<file path="config.mk">
export PLATFORM = sky130hd
export DESIGN_NAME = qdrc_phy_bit_align_multi_flat
export DESIGN_NICKNAME = d
export VERILOG_FILES = /design/src/rtl/qdrc_phy_bit_align_multi_if.sv /design/src/rtl/qdrc_phy_bit_align_multi.sv /design/src/flat_wrapper.sv
export SDC_FILE = /design/constraint.sdc
export NUM_CORES = 1
export LEC_CHECK = 0
export ABC_AREA = 1
export CAP_MARGIN = 20
export CORE_UTILIZATION = 35
export CTS_CLUSTER_DIAMETER = 100
export DETAILED_ROUTE_END_ITERATION = 12
export SLEW_MARGIN = 10
export SYNTH_ARGS = -nofsm -noshare
export SYNTH_HDL_FRONTEND = slang
export SYNTH_SLANG_ARGS = --single-unit
</file>
<file path="constraint.sdc">
create_clock -name clk0 -period 1.6 [get_ports clk0]
set_input_delay 0.24 -clock clk0 [delete_from_list [all_inputs] [get_ports clk0]]
set_output_delay 0.24 -clock clk0 [all_outputs]
set_load 0.02 [all_outputs]
</file>
<file path="src/rtl/qdrc_phy_bit_align_multi_if.sv">
// Bundle of data, configuration and readback signals for the per-bit read
// data alignment stage. The master side drives captured data and config;
// the slave side (the aligner) returns aligned data and readback.
interface qdrc_phy_bit_align_multi_if #(
    parameter int DATA_WIDTH = 36,
    parameter int DELAY_BITS = 2,
    parameter int SEL_BITS   = 6
);
    logic [DATA_WIDTH-1:0] qdr_q_rise;
    logic [DATA_WIDTH-1:0] qdr_q_fall;
    logic                  cfg_we;
    logic                  cfg_all;
    logic [SEL_BITS-1:0]   cfg_bit;
    logic                  cfg_half;
    logic [DELAY_BITS-1:0] cfg_delay;
    logic [SEL_BITS-1:0]   rd_bit;
    logic                  rd_half;
    logic [DELAY_BITS-1:0] rd_delay;
    logic [DATA_WIDTH-1:0] qdr_q_rise_cal;
    logic [DATA_WIDTH-1:0] qdr_q_fall_cal;
    logic                  cal_stable;

    modport master (
        output qdr_q_rise, qdr_q_fall, cfg_we, cfg_all, cfg_bit, cfg_half,
               cfg_delay, rd_bit,
        input  rd_half, rd_delay, qdr_q_rise_cal, qdr_q_fall_cal, cal_stable
    );

    modport slave (
        input  qdr_q_rise, qdr_q_fall, cfg_we, cfg_all, cfg_bit, cfg_half,
               cfg_delay, rd_bit,
        output rd_half, rd_delay, qdr_q_rise_cal, qdr_q_fall_cal, cal_stable
    );
endinterface

</file>
<file path="src/rtl/qdrc_phy_bit_align_multi.sv">
// Per-bit read-data alignment for the QDR PHY. Every bit owns a half-cycle
// rise/fall re-pairing flag and a whole-cycle delay, both writable at run
// time. A settle timer reports when the outputs again reflect the current
// configuration with a fully refilled pipeline.
module qdrc_phy_bit_align_multi #(
    parameter int DATA_WIDTH = 36,
    parameter int MAX_DELAY  = 3,
    parameter int DELAY_BITS = 2,
    parameter int SEL_BITS   = 6
) (
    input  logic                        clk0,
    input  logic                        reset,
    qdrc_phy_bit_align_multi_if.slave   bus
);

    // Chain depth: the fall tap of the deepest delay needs S[MAX_DELAY+1].
    localparam int STAGES   = MAX_DELAY + 2;
    localparam int TMR_BITS = $clog2(MAX_DELAY + 4);

    localparam logic [TMR_BITS-1:0]   TMR_LOAD = TMR_BITS'(MAX_DELAY + 3);
    localparam logic [TMR_BITS-1:0]   TMR_ONE  = TMR_BITS'(1);
    localparam logic [DELAY_BITS-1:0] DLY_MAX  = DELAY_BITS'(MAX_DELAY);
    localparam logic [SEL_BITS:0]     BIT_LIM  = (SEL_BITS + 1)'(DATA_WIDTH);

    // Saturate a requested delay to the deepest tap the chain provides.
    function automatic logic [DELAY_BITS-1:0] clamp_delay(input logic [DELAY_BITS-1:0] d);
        return (d > DLY_MAX) ? DLY_MAX : d;
    endfunction

    logic [DATA_WIDTH-1:0] rise_p [STAGES];
    logic [DATA_WIDTH-1:0] fall_p [STAGES];
    logic [DATA_WIDTH-1:0] half_q;
    logic [DELAY_BITS-1:0] dly_q [DATA_WIDTH];
    logic [DATA_WIDTH-1:0] rise_tap;
    logic [DATA_WIDTH-1:0] fall_tap;
    logic [TMR_BITS-1:0]   settle_q;
    logic                  wr_hit;
    logic                  rd_hit;

    // A write counts only if it targets a real bit or is a broadcast.
    assign wr_hit = bus.cfg_we & (bus.cfg_all | ({1'b0, bus.cfg_bit} < BIT_LIM));
    assign rd_hit = ({1'b0, bus.rd_bit} < BIT_LIM);

    // ---- stage S[0..STAGES-1]: capture and whole-cycle delay chain ----
    // Reset on every stage keeps the chain as discrete flops.
    always_ff @(posedge clk0) begin
        if (reset) begin
            for (int k = 0; k < STAGES; k++) begin
                rise_p[k] <= '0;
                fall_p[k] <= '0;
            end
        end else begin
            rise_p[0] <= bus.qdr_q_rise;
            fall_p[0] <= bus.qdr_q_fall;
            for (int k = 1; k < STAGES; k++) begin
                rise_p[k] <= rise_p[k-1];
                fall_p[k] <= fall_p[k-1];
            end
        end
    end

    // Per-bit tap select: half swap pairs this cycle's fall with next cycle's rise.
    always_comb begin
        rise_tap = '0;
        fall_tap = '0;
        for (int b = 0; b < DATA_WIDTH; b++) begin
            for (int k = 0; k <= MAX_DELAY; k++) begin
                if (dly_q[b] == DELAY_BITS'(k)) begin
                    rise_tap[b] = half_q[b] ? fall_p[k+1][b] : rise_p[k+1][b];
                    fall_tap[b] = half_q[b] ? rise_p[k][b]   : fall_p[k+1][b];
                end
            end
        end
    end

    // ---- output stage: register the selected taps ----
    always_ff @(posedge clk0) begin
        if (reset) begin
            bus.qdr_q_rise_cal <= '0;
            bus.qdr_q_fall_cal <= '0;
        end else begin
            bus.qdr_q_rise_cal <= rise_tap;
            bus.qdr_q_fall_cal <= fall_tap;
        end
    end

    // Per-bit configuration store; broadcast writes every bit identically.
    always_ff @(posedge clk0) begin
        if (reset) begin
            half_q <= '0;
            for (int b = 0; b < DATA_WIDTH; b++) begin
                dly_q[b] <= '0;
            end
        end else if (bus.cfg_we) begin
            for (int b = 0; b < DATA_WIDTH; b++) begin
                if (bus.cfg_all || (bus.cfg_bit == SEL_BITS'(b))) begin
                    half_q[b] <= bus.cfg_half;
                    dly_q[b]  <= clamp_delay(bus.cfg_delay);
                end
            end
        end
    end

    // Registered readback; sees the stored value before any same-cycle write.
    always_ff @(posedge clk0) begin
        if (reset) begin
            bus.rd_half  <= 1'b0;
            bus.rd_delay <= '0;
        end else begin
            bus.rd_half  <= rd_hit ? half_q[bus.rd_bit] : 1'b0;
            bus.rd_delay <= rd_hit ? dly_q[bus.rd_bit]  : '0;
        end
    end

    // Settle timer: reload on reset or accepted write, flag stable at zero.
    always_ff @(posedge clk0) begin
        if (reset) begin
            settle_q       <= TMR_LOAD;
            bus.cal_stable <= 1'b0;
        end else if (wr_hit) begin
            settle_q       <= TMR_LOAD;
            bus.cal_stable <= 1'b0;
        end else begin
            if (settle_q != '0) begin
                settle_q <= settle_q - TMR_ONE;
            end
            bus.cal_stable <= (settle_q <= TMR_ONE);
        end
    end

endmodule

</file>
<file path="src/flat_wrapper.sv">
// flat-port wrapper written by rule: the top's interface ports become plain ports
module qdrc_phy_bit_align_multi_flat 
#(
    parameter int DATA_WIDTH = 36,
    parameter int MAX_DELAY  = 3,
    parameter int DELAY_BITS = 2,
    parameter int SEL_BITS   = 6
)
  (clk0, reset, bus_qdr_q_rise, bus_qdr_q_fall, bus_cfg_we, bus_cfg_all, bus_cfg_bit, bus_cfg_half, bus_cfg_delay, bus_rd_bit, bus_rd_half, bus_rd_delay, bus_qdr_q_rise_cal, bus_qdr_q_fall_cal, bus_cal_stable);
  qdrc_phy_bit_align_multi_if #(.DATA_WIDTH(DATA_WIDTH), .DELAY_BITS(DELAY_BITS), .SEL_BITS(SEL_BITS)) bus_i ();
  input  logic clk0;
  input  logic reset;
  input wire logic [$bits(bus_i.qdr_q_rise)-1:0] bus_qdr_q_rise;
  input wire logic [$bits(bus_i.qdr_q_fall)-1:0] bus_qdr_q_fall;
  input wire logic [$bits(bus_i.cfg_we)-1:0] bus_cfg_we;
  input wire logic [$bits(bus_i.cfg_all)-1:0] bus_cfg_all;
  input wire logic [$bits(bus_i.cfg_bit)-1:0] bus_cfg_bit;
  input wire logic [$bits(bus_i.cfg_half)-1:0] bus_cfg_half;
  input wire logic [$bits(bus_i.cfg_delay)-1:0] bus_cfg_delay;
  input wire logic [$bits(bus_i.rd_bit)-1:0] bus_rd_bit;
  output wire logic [$bits(bus_i.rd_half)-1:0] bus_rd_half;
  output wire logic [$bits(bus_i.rd_delay)-1:0] bus_rd_delay;
  output wire logic [$bits(bus_i.qdr_q_rise_cal)-1:0] bus_qdr_q_rise_cal;
  output wire logic [$bits(bus_i.qdr_q_fall_cal)-1:0] bus_qdr_q_fall_cal;
  output wire logic [$bits(bus_i.cal_stable)-1:0] bus_cal_stable;
  assign bus_i.qdr_q_rise = bus_qdr_q_rise;
  assign bus_i.qdr_q_fall = bus_qdr_q_fall;
  assign bus_i.cfg_we = bus_cfg_we;
  assign bus_i.cfg_all = bus_cfg_all;
  assign bus_i.cfg_bit = bus_cfg_bit;
  assign bus_i.cfg_half = bus_cfg_half;
  assign bus_i.cfg_delay = bus_cfg_delay;
  assign bus_i.rd_bit = bus_rd_bit;
  assign bus_rd_half = bus_i.rd_half;
  assign bus_rd_delay = bus_i.rd_delay;
  assign bus_qdr_q_rise_cal = bus_i.qdr_q_rise_cal;
  assign bus_qdr_q_fall_cal = bus_i.qdr_q_fall_cal;
  assign bus_cal_stable = bus_i.cal_stable;
  qdrc_phy_bit_align_multi #(.DATA_WIDTH(DATA_WIDTH), .MAX_DELAY(MAX_DELAY), .DELAY_BITS(DELAY_BITS), .SEL_BITS(SEL_BITS)) u_core (.clk0(clk0), .reset(reset), .bus(bus_i));
endmodule
</file>
==> out/summary.txt <==
Worst path slowest cell = dlygate4sd2_1
critical-path cell list = dlygate4sd2_1
syn_nets = 2902
final WL = 53500 um
Die W = 251 um
Startpoint Class = flop
Rows = 90
Crit Path Class = flop to output pin
Tightest Pin Transition = 0.466 ns
critical path's largest stage delay = 0.35 ns
Filler cells = 6120
worst hold slack = 0.129 ns
Root Buffer = clkbuf_16
synth unique cells = 34
Starting Density = 0.357
Cell Area, Synth = 0.0217 mm^2
Synth warnings = 0
largest net degree at the start of global routing = 104
multi-input gate area in the final layout = 0.00766 mm^2
peak supply drop = 0.857 mV
drc violations = 0
clock sinks = 547
f_max = 647 MHz
main area contributors after synthesis = dfxtp_1 (44%), nor2_1 (10%), edfxtp_1 (10%)
critical path endpoint category = output pin
NumNets Final = 3146
area leader, netlist = dfxtp_1
Mapped Cells = 2808
WP buf/inv = 1
Clock Skew = 0.0289 ns
I/O pins = 167
CP Max Fanout = 1
total CTS buffers = 58
clock latency at the later pin of the worst-skew pair = 0.63 ns
Setup Viol. Count Final = 0
drt pass-1 iters = 6
period utilization = 0.966
clk slew on worst S/H paths = 0.06 ns
Max clock buf depth = 3
Avg Synthesized Cell Area = 7.72 um^2
1st-iter DRT viols = 1144
Worst EP arrival = 1.31 ns
final setup margin = 0.0538 ns
Static Leak = 11.3 nW
number of global-route vias before repair = 16700
outcome = finished, final reports clean
Rel. slew slack = 0.689
max-slew violations = 0
Area Growth Syn to Fin = 24.0%
initial antenna violation count = 4
wire per inst = 13.8 um
GRT Overall Usage = 0.169
DR vias/cell = 4.68
grt total ovfl = 0
post-synthesis sequential area ratio = 0.538
Die Area = 0.0630 mm^2
post-CTS setup buffers = 0
share of cells above drive strength 1 = 0.0802
FF+latch count, synth = 547
first-pass GRT wire length = 85800 um
final hold violation count = 0
Worst EP required = 1.36 ns
commonest non-fill, non-tap cell in the layout = nor2_1
gp weighted congestion = 0.869
core area = 0.0608 mm^2
TritonCTS clock tree = done
pre-CTS worst setup slack = -0.432 ns
PwrDens = 1180 mW/mm^2
worst hold path type = primary input to flop
H-tree lvl count = 2
Final ANT Viol Nets = 0
max-cap violations = 0
most frequent cells in the layout = nor2_1 (589), inv_1 (488), dfxtp_1 (473)
Register Area = 0.0117 mm^2
Die Ht = 251 um
routed via count = 18100
Port Buf Inserts = 166
DP HPWL = 38900 um
n_diodes = 0
top-area cell type share of the netlist area = 0.439
delay-heaviest family, CP = buffers and inverters
min Tclk post-route = 1.55 ns
[where the power goes]
| part | switching [mW] | internal, mW |
|---|---|---|
| combinational | 1.82 | 1.20 |
| clock | 5.50 | 8.37 |
| sequential | 0.428 | 14.5 |
[final timing paths]
path                                     start                             to  slack [ns]  depth (start not counted)
setup reg to reg           u_core.dly_q[26][0]  u_core.bus.qdr_q_rise_cal[26]        0.10                          4
setup / recovery  u_core.bus.qdr_q_rise_cal[9]          bus_qdr_q_rise_cal[9]        0.05                          1
hold / removal              bus_qdr_q_fall[22]           u_core.fall_p[0][22]        0.13                          3
hold reg to reg           u_core.fall_p[0][33]           u_core.fall_p[0][69]        0.40                          2
[sequential cells by signal, summed over array words and instances, names as in the netlist]
register	flops
u_core.bus.cal_stable	1
u_core.dly_q	72
u_core.settle_q	3
u_core.bus.rd_delay	2
u_core.rise_p	180
u_core.bus.qdr_q_fall_cal	36
u_core.fall_p	180
u_core.bus.qdr_q_rise_cal	36
u_core.bus.rd_half	1
u_core.half_q	36
[per-stage QoR]
step                      cell area [um^2]  setup TNS [ns]   util  cells  power [mW]
after detailed placement             25000          -47.64  0.411   3773        18.4
after floorplan                      21700               0      -   2808        16.9
after CTS                            26900               0  0.442   3876        32.2
after global routing                 26900         -0.0142  0.442   3876        33.2
after global placement               25000          -46.59  0.411   3773        18.4
final                                26900               0  0.442   3876        31.8
[cells by family after synthesis]
kind of cell	after synthesis	share of synthesized area
xor+xnor	1	0.000404
simple gates	1063	0.191
flops	547	0.538
compound gates	592	0.159
fa+ha+maj	3	0.00173
buf+inv	602	0.109
[synth_stat cells]
library cell  instances
nor2_4                2
a21oi_1             193
clkbuf_2              2
clkbuf_1             37
nor2_1              589
buf_6                 3
o221ai_1             30
o2111ai_1             9
inv_1               489
o211ai_1             52
nand4_1               1
a21o_1                1
dfxtp_1             475
buf_2                49
o21bai_1              4
a211oi_1             12
xor2_1                1
a22oi_1               3
a2bb2oi_1             1
nor3_1               13
edfxtp_1             72
o22ai_1              37
inv_4                 1
or2_2                18
buf_4                 4
o21ai_1               4
buf_1                14
a21boi_1              1
ha_1                  3
o21ai_0             215
a41oi_1              30
inv_2                 3
nand2_1             376
nand3_1              64
[per-layer routing]
layer / GRT usage / vias to the layer above / part of all wire
li1: - / 9417 / -
met1: 0.235 / 8222 / 0.48
met4: 0.0493 / 8 / 0.021
met5: 0 / - / 0.00092
met2: 0.261 / 407 / 0.43
met3: 0.0371 / 85 / 0.067
[what timing repair did]
action	4_1_cts	5_1_grt
endpoints found under the setup margin	76	1
hold buffers	1	0
cloned	0	0
hold endpoints to repair	3	0
resized for setup	84	1
[layout make-up]
class / instances / area share
clock buffer: 84 / 0.0637
timing repair buffer: 293 / 0.102
inverter: 493 / 0.0689
multi-input combinational: 1659 / 0.285
clock inverter: 18 / 0.0100
tap: 782 / 0.0364
sequential: 547 / 0.434
(Power assumes the default switching activity.)
